<file path="src/rtl/fwd_hazard_unit.sv">
// fwd_hazard_unit: operand forwarding select and load-use stall detection.
// Tracks {valid, wb_en, mem_read, dest} for the DEPTH stages below ID and, per
// source operand, selects the youngest in-flight writer (0 = register file).
// Optional build macro FWD_ZERO_REG_FILTER_EN: register 0 never forwards.
module fwd_hazard_unit #(
  parameter  int NSRC             = 3,
  parameter  int REG_AW           = 5,
  parameter  int DEPTH            = 3,
  parameter  int LOAD_READY_STAGE = 2,
  localparam int SELW             = $clog2(DEPTH + 1)
) (
  input  logic                   clk,
  input  logic                   rst,
  input  logic                   id_valid,
  input  logic [NSRC*REG_AW-1:0] id_src,
  input  logic [NSRC-1:0]        id_src_used,
  input  logic [REG_AW-1:0]      id_dest,
  input  logic                   id_wb_en,
  input  logic                   id_mem_read,
  input  logic                   flush,
  input  logic                   freeze,
  output logic [NSRC*SELW-1:0]   fwd_sel,
  output logic                   stall,
  output logic [15:0]            stall_cnt
);

  // Stage history, index 1 = EXE (youngest) .. DEPTH (oldest).
  logic [DEPTH:1]    valid_q, valid_d;
  logic [DEPTH:1]    wb_q, wb_d;
  logic [DEPTH:1]    mr_q, mr_d;
  logic [REG_AW-1:0] dest_q [1:DEPTH];
  logic [REG_AW-1:0] dest_d [1:DEPTH];
  logic [15:0]       stall_cnt_q, stall_cnt_d;

  logic [DEPTH:1]    hit_m [NSRC];
  logic [SELW-1:0]   sel_a [NSRC];
  logic [NSRC-1:0]   haz_s;
  logic              stall_s;
  logic              insert_s;

  // A stage supplies a source when it holds a live write to that register.
  function automatic logic src_hit(input logic vld, input logic wb,
                                   input logic [REG_AW-1:0] dst,
                                   input logic [REG_AW-1:0] src,
                                   input logic used);
    logic hit;
    hit = vld & wb & used & (dst == src);
`ifdef FWD_ZERO_REG_FILTER_EN
    hit = hit & (src != {REG_AW{1'b0}});
`endif
    return hit;
  endfunction

  // Match matrix: every source against every tracked stage.
  always_comb begin
    for (int i = 0; i < NSRC; i++) begin
      hit_m[i] = '0;
      for (int k = 1; k <= DEPTH; k++) begin
        hit_m[i][k] = src_hit(valid_q[k], wb_q[k], dest_q[k],
                              id_src[i*REG_AW +: REG_AW], id_src_used[i]);
      end
    end
  end

  // Priority pick: scanning oldest to youngest lets the youngest writer win.
  always_comb begin
    for (int i = 0; i < NSRC; i++) begin
      sel_a[i] = '0;
      haz_s[i] = 1'b0;
      for (int k = DEPTH; k >= 1; k--) begin
        sel_a[i] = hit_m[i][k] ? SELW'(k) : sel_a[i];
        haz_s[i] = hit_m[i][k] ? (mr_q[k] & (k < LOAD_READY_STAGE)) : haz_s[i];
      end
    end
  end

  assign stall_s  = id_valid & (|haz_s);
  assign insert_s = id_valid & ~stall_s & ~flush;

  // Next history: shift one stage unless frozen; stall/flush inject a bubble.
  always_comb begin
    valid_d     = valid_q;
    wb_d        = wb_q;
    mr_d        = mr_q;
    dest_d      = dest_q;
    stall_cnt_d = stall_cnt_q;
    if (!freeze) begin
      for (int k = DEPTH; k >= 2; k--) begin
        valid_d[k] = valid_q[k-1];
        wb_d[k]    = wb_q[k-1];
        mr_d[k]    = mr_q[k-1];
        dest_d[k]  = dest_q[k-1];
      end
      valid_d[1] = insert_s;
      wb_d[1]    = insert_s & id_wb_en;
      mr_d[1]    = insert_s & id_mem_read;
      dest_d[1]  = id_dest;
      if (stall_s && (stall_cnt_q != 16'hFFFF)) begin
        stall_cnt_d = stall_cnt_q + 16'd1;
      end else begin
        stall_cnt_d = stall_cnt_q;
      end
    end else begin
      stall_cnt_d = stall_cnt_q;
    end
  end

  // History and stall counter registers; reset clears them immediately.
  always_ff @(posedge clk or negedge rst) begin
    if (!rst) begin
      valid_q     <= '0;
      wb_q        <= '0;
      mr_q        <= '0;
      stall_cnt_q <= 16'd0;
      for (int k = 1; k <= DEPTH; k++) begin
        dest_q[k] <= '0;
      end
    end else begin
      valid_q     <= valid_d;
      wb_q        <= wb_d;
      mr_q        <= mr_d;
      stall_cnt_q <= stall_cnt_d;
      for (int k = 1; k <= DEPTH; k++) begin
        dest_q[k] <= dest_d[k];
      end
    end
  end

  for (genvar g = 0; g < NSRC; g++) begin : g_sel
    assign fwd_sel[g*SELW +: SELW] = sel_a[g];
  end

  assign stall     = stall_s;
  assign stall_cnt = stall_cnt_q;

endmodule

</file>
<file path="config.mk">
export PLATFORM = sky130hd
export DESIGN_NAME = fwd_hazard_unit
export DESIGN_NICKNAME = d
export VERILOG_FILES = /design/src/rtl/fwd_hazard_unit.sv
export SDC_FILE = /design/constraint.sdc
export NUM_CORES = 1
export LEC_CHECK = 0
export CAP_MARGIN = 25
export CORE_ASPECT_RATIO = 1.5
export CORE_UTILIZATION = 40
export DETAILED_ROUTE_END_ITERATION = 6
export GPL_ROUTABILITY_DRIVEN = 0
export PLACE_DENSITY = 0.67
export SLEW_MARGIN = 20
export SYNTH_ARGS = -nofsm -noshare
export SYNTH_HDL_FRONTEND = slang
export SYNTH_SLANG_ARGS = --single-unit
export TNS_END_PERCENT = 100
</file>
<file path="constraint.sdc">
create_clock -name clk -period 5.4 [get_ports clk]
set_input_delay 0.81 -clock clk [delete_from_list [all_inputs] [get_ports clk]]
set_output_delay 0.81 -clock clk [all_outputs]
set_load 0.05 [all_outputs]
</file>
==> metrics.txt, run 1 <==
Warnings, synthesis 0; post-synth top area share 0.434; Hold Buf Count CTS 0; Logic pwr share 0.173; Psw 0.189 mW; Worst EP required 4.59 ns; fmax 0.247 GHz; Critical-path top delay cell clkdlybuf4s50_1; largest net degree at the start of global routing 39; Ports 53; CP arrival 3.24 ns; Port Buf Inserts 52; Final min period 4.05 ns; routed vias 1673; Nets 287; layout cells sized above 1 0.128; Yosys top cell by area dfrtp_1; final hold violations 0; CP Launch Type input pin; status finished, final reports clean; DIE WIDTH 62.4 um; r2r startpoint dest_q[13]; cell family with most CP delay buffers and inverters; DRC viols 0; Core Box Area 5200 sq um; Reg2Reg Depth 5; cts bufs inserted 5; post-CTS setup repair buffer count 0; Crit. End Element primary output; Reg clk slew, reported paths 0.07 ns; fin crit share 0.750; VDD IR max 0.000189 V; vias per cell 5.15; Cell variety after synth 26; post-synthesis cell area 2190 sq um; Synth area leaders dfrtp_1 (43%), xnor2_1 (19%), mux2_2 (10%); Clk pwr share 0.378; Int Pwr 0.569 mW; WL final 4.91 mm; gr ovfl total 0; HPWL after detailed placement 3.66 mm; crit-path cells clkdlybuf4s50_1 -> xor2_1 -> nor4_1 -> nand4_1 -> nand3_1 -> and3_1 -> clkdlybuf4s50_1; clock tree from TritonCTS done; Post-Syn Nets 231; Crit path largest cell delay 0.80 ns; sw frac 0.250; setup_tns 0 ns; RSZ-0062 raised after global routing false; Buf+Inv Stages, Crit Path 2; Die Y 92.6 um; worst r2r dst stall_cnt[1]; Slew Limit Fails 0; syn avg cell area 10.9 sq um; drt initial violations 81; H-tree depth 2; Pre-Repair DR Iteration Count 4; number of global-route vias before repair 1671; CP startpoint id_src[8]; worst-path maximum fanout 4; synthesized instance count 200; HP Start wb_q[3]; Setup CP Type in -> out; Initial Util 0.421; PD cells 260 nW/um^2; drt wl/cell 15.1 um; Min-Delay Path Class reg -> reg; Clock Tree Root clkbuf_8; first-pass GRT wire length 8.01 mm; Crit path top cell by count clkdlybuf4s50_1; ANT cells 0; post-route antenna net violation count 0; GRT Util Overall 0.182; P&R area growth vs syn 33.0%; r2r setup slk 2.89 ns; critical path depth 7; ys async rst share 1.00; Placement Rows 32; CTS resizes 0; Post-synth EDFFs 0; total leakage power 1.13 nW; Synth Register Bits 38; worst clock skew 0.00770 ns; Clock Tree Buf Depth 2; worst slew pin tran 0.836 ns; hold_ws 0.498 ns; max-cap viol count 0; Clock Sinks 38; final setup fails 0; initial antenna violation count 0; worst-skew pair later-pin latency 0.29 ns; Seq pwr share 0.449; Critical Path Sink stall; Max-slew headroom 0.443; die footprint 5780 sq um; most used flip-flop cell after synthesis dfrtp_1; post-synthesis sequential area ratio 0.434
layout make-up:
| cell class | count | area [sq um] |
|---|---|---|
| clock buffer | 5 | 68.8 |
| timing repair buffer | 53 | 523 |
| fill | 485 | 2290 |
| multi-input combinational | 153 | 1200 |
| clock inverter | 3 | 68.8 |
| sequential | 38 | 951 |
| tap | 68 | 85.1 |
| inverter | 5 | 18.8 |
Yosys cell counts, types with 2 or more instances:
| cell type | instances |
|---|---|
| o31ai_1 | 5 |
| and3_1 | 4 |
| nand2_1 | 9 |
| inv_1 | 5 |
| clkbuf_1 | 2 |
| o21a_1 | 3 |
| xnor2_1 | 47 |
| mux2_2 | 20 |
| nor4_1 | 3 |
| dfrtp_1 | 38 |
| xor2_1 | 13 |
| nand3_1 | 16 |
| nand4_1 | 13 |
| nor2_1 | 8 |
| and2_1 | 3 |
layer usage:
| layer | global-route usage | part of all wire | routed length (um) | vias to the layer above |
|---|---|---|---|---|
| met1 | 0.209 | 0.42 | 2060 | 792 |
| met3 | 0.0320 | 0.043 | 213 | 12 |
| met5 | 0 | 0 | 0 | - |
| met2 | 0.317 | 0.50 | 2470 | 54 |
| li1 | - | - | - | 815 |
| met4 | 0.103 | 0.034 | 168 | 0 |
power groups by stage:
stage	registers, mW	clock network, mW	logic (mW)
2_1_floorplan	0.336	0	0.0849
3_3_place_gp	0.346	0	0.131
3_5_place_dp	0.347	0	0.132
4_1_cts	0.341	0.295	0.133
5_1_grt	0.344	0.309	0.144
6_report	0.340	0.286	0.131
through the flow:
| stage | power, mW | std cells | setup slack (ns) | cell area [sq um] | util |
|---|---|---|---|---|---|
| 2_1_floorplan | 0.421 | 200 | 2.29 | 2190 | - |
| 3_3_place_gp | 0.477 | 317 | 1.41 | 2780 | 0.533 |
| 3_5_place_dp | 0.479 | 317 | 1.35 | 2780 | 0.533 |
| 4_1_cts | 0.769 | 325 | 1.35 | 2910 | 0.560 |
| 5_1_grt | 0.797 | 325 | 1.28 | 2910 | 0.560 |
| 6_report | 0.758 | 325 | 1.35 | 2910 | 0.560 |
placed cells by master, fill, tap and decap left out:
master,Yosys,final
clkinv_4,0,1
dfrtp_1,38,38
buf_2,0,1
xor2_1,13,13
ha_1,1,1
nor4_1,3,3
inv_1,5,5
a211o_1,1,1
o21a_1,3,3
nor2b_1,1,1
buf_4,0,1
nand2_1,9,9
xnor2_1,47,47
clkbuf_8,0,5
a311o_1,1,1
bufinv_16,0,2
nand4_2,1,1
nand4_1,13,13
nor4_2,1,1
a311oi_4,1,1
and3_1,4,4
nor3_1,1,1
nand3_1,16,16
and2_1,3,3
nor2_1,8,8
mux2_2,20,20
o21ai_0,1,1
o31ai_1,5,5
clkdlybuf4s50_1,0,51
cells by family (layout without fill, tap and decap cells):
group                      count (synthesis)  after routing  share of synthesized area
muxes                                     20             20                      0.103
buffers and inverters                      9             66                     0.0189
DFF                                       38             38                      0.434
adders and majority gates                  1              1                    0.00571
xor gates and xnor gates                  60             60                      0.240
AOI/OAI and AO/OA                         12             12                     0.0503
and+or+nand+nor                           60             60                      0.148
flip-flops by register name, summed over array words and instances (netlist names):
name and count:
mr_q 1, dest_q 15, valid_q 3, wb_q 3, stall_cnt 16
worst reg2reg max path: stages, from the launching register on:
cell	delay, ns
dfrtp_1	0.47
xor2_1	0.20
nor4_1	0.30
nand4_1	0.27
a311oi_4	0.75
mux2_2	0.41
worst min path at each step:
stage                        end  slack (ns)  cells after the start
global route        stall_cnt[5]        0.52                      1
finish                   wb_q[3]        0.50                      1
global placement      valid_q[1]        0.48                      2
floorplan                wb_q[1]        0.46                      2
detailed placement       wb_q[3]        0.49                      1
CTS                      wb_q[3]        0.50                      1
Note: power is estimated with default switching activity, not from simulation.
==> inputs of run 2 (changes only) <==
Settings changed: PLACE_DENSITY 0.67 to 0.69.
Clock period 5.4 ns to 3.6 ns, I/O delays scaled along.
==> metrics.txt, run 2 (synthesis gave the netlist of run 1 again) <==
WL final 4.93 mm (+0.45%); CP arrival 2.72 ns (-0.52 ns); clock tree from TritonCTS done; Placed Area 2790 sq um (+0.45%); drt initial violations 65 (-20%); status finished, final reports clean; post-layout instance area 2930 sq um (+0.43%); fill count 479 (-1.2%); gr ovfl total 0 (unchanged); Clock Sinks 38 (unchanged); Port Buf Inserts 52 (unchanged); drt wl/cell 15.1 um (+0.14%); Initial Util 0.421 (unchanged); area occupied by multi-input gates 1200 sq um (unchanged); fin crit share 0.905; r2r startpoint dest_q[13]; Seq. cell area 951 sq um (unchanged); first-pass GRT wire length 8.30 mm (+3.6%); worst clock skew 0.00458 ns (-0.00311 ns); CTS resizes 0 (unchanged); CP startpoint id_src[4]; post-CTS setup repair buffer count 0 (unchanged); Hold Buf Count CTS 0 (unchanged); VDD IR max 0.000229 V (+21%); Clock Tree Buf Depth 2 (unchanged); worst r2r dst stall_cnt[1]; CP Launch Type input pin; GRT Util Overall 0.189 (+0.00609); cts bufs inserted 5 (unchanged); Slew Limit Fails 0 (unchanged); Clock Tree Root clkbuf_8; Worst EP required 3.06 ns (-1.53 ns); die footprint 5780 sq um (unchanged); ANT cells 0 (unchanged); total leakage power 1.15 nW (+1.3%); Tot Pwr 1.14 mW (+50%); Reg2Reg Depth 6 (+1); largest net degree at the start of global routing 39 (unchanged); H-tree depth 2 (unchanged); DIE WIDTH 62.4 um (unchanged); final hold violations 0 (unchanged); initial antenna violation count 0 (unchanged); Max-slew headroom 0.454 (+0.0114); fmax 0.307 GHz; Ports 53 (unchanged); worst-skew pair later-pin latency 0.29 ns (about the same); HPWL after detailed placement 3.76 mm (+2.8%); RSZ-0062 raised after global routing false; worst-path maximum fanout 4 (unchanged); worst slew pin tran 0.819 ns (-0.0171 ns); Final min period 3.26 ns; Placement Rows 32 (unchanged); max FFs per register 16 (unchanged); r2r setup slk 1.27 ns (-1.62 ns); Min-Delay Path Class in -> async; Reg clk slew, reported paths 0.07 ns (about the same); routed vias 1686 (+0.78%); most frequent cells in the layout clkdlybuf4s50_1 (48), xnor2_1 (47), dfrtp_1 (38), mux2_2 (20), nand3_1 (16); Core Box Area 5200 sq um (unchanged); Crit. End Element primary output; Pre-Repair DR Iteration Count 4 (unchanged); Setup CP Type in -> out; most common cell after layout, fill and taps aside clkdlybuf4s50_1; number of global-route vias before repair 1707 (+2.2%); post-route antenna net violation count 0 (unchanged); final setup fails 0 (unchanged); PD cells 389 nW/um^2 (+49%); Die Y 92.6 um (unchanged); setup_tns 0 ns (unchanged); P&R area growth vs syn 33.6%; DRC viols 0 (unchanged); max-cap viol count 0 (unchanged); vias per cell 5.17 (+0.47%); Nets 288 (+0.35%); layout cells sized above 1 0.143 (+0.0150)
==> run 2: cell count changes in the layout (fill, tap and decap cells not counted), sizes merged <==
cell / previous run / this run
clkdlybuf4s50: 51 / 48
buf: 2 / 6
==> run 2: how the worst max path moves through the flow <==
stage                       to  slack (ns)  cells past startpoint
floorplan           fwd_sel[4]        1.03                      3
global placement    fwd_sel[0]        0.35                      6
detailed placement  fwd_sel[0]        0.34                      6
CTS                 fwd_sel[0]        0.33                      6
global route        fwd_sel[3]        0.20                      6
finish              fwd_sel[0]        0.34                      6
==> run 2: worst max-delay path, cell delays in order <==
cell,delay (ns)
clkdlybuf4s50_1,0.48
xor2_1,0.19
nor4_2,0.34
nand4_2,0.22
o31ai_1,0.12
clkdlybuf4s50_1,0.83
==> run 2: layout make-up <==
type                       count  area share
clock inverter                 3      0.0235
timing repair buffer          54       0.183
sequential                    38       0.325
inverter                       5     0.00642
clock buffer                   5      0.0235
tap                           68      0.0291
multi-input combinational    153       0.409
==> run 2: metal layers <==
metal  vias to the layer above  global-route usage  share of wire
li1                        814                   -              -
met4                         0               0.118          0.043
met1                       800               0.214           0.41
met5                         -                   0              0
met3                        15              0.0394          0.046
met2                        57               0.319           0.50
==> run 2: through the flow <==
step / cells / hold slack (ns) / worst slack (ns) / utilization
5_1_grt: 326 / 0.408 / 0.204 / 0.562
3_3_place_gp: 318 / 0.476 / 0.346 / 0.536
3_5_place_dp: 318 / 0.492 / 0.339 / 0.536
2_1_floorplan: 200 / 0.244 / 1.03 / -
6_report: 326 / 0.344 / 0.342 / 0.562
4_1_cts: 326 / 0.370 / 0.335 / 0.562
==> run 2: power by group <==
group	leakage [nW]	total, mW	internal [mW]	switching, mW
sequential	0.493	0.509	0.459	0.0505
combinational	0.587	0.200	0.117	0.0823
clock	0.0683	0.428	0.277	0.150
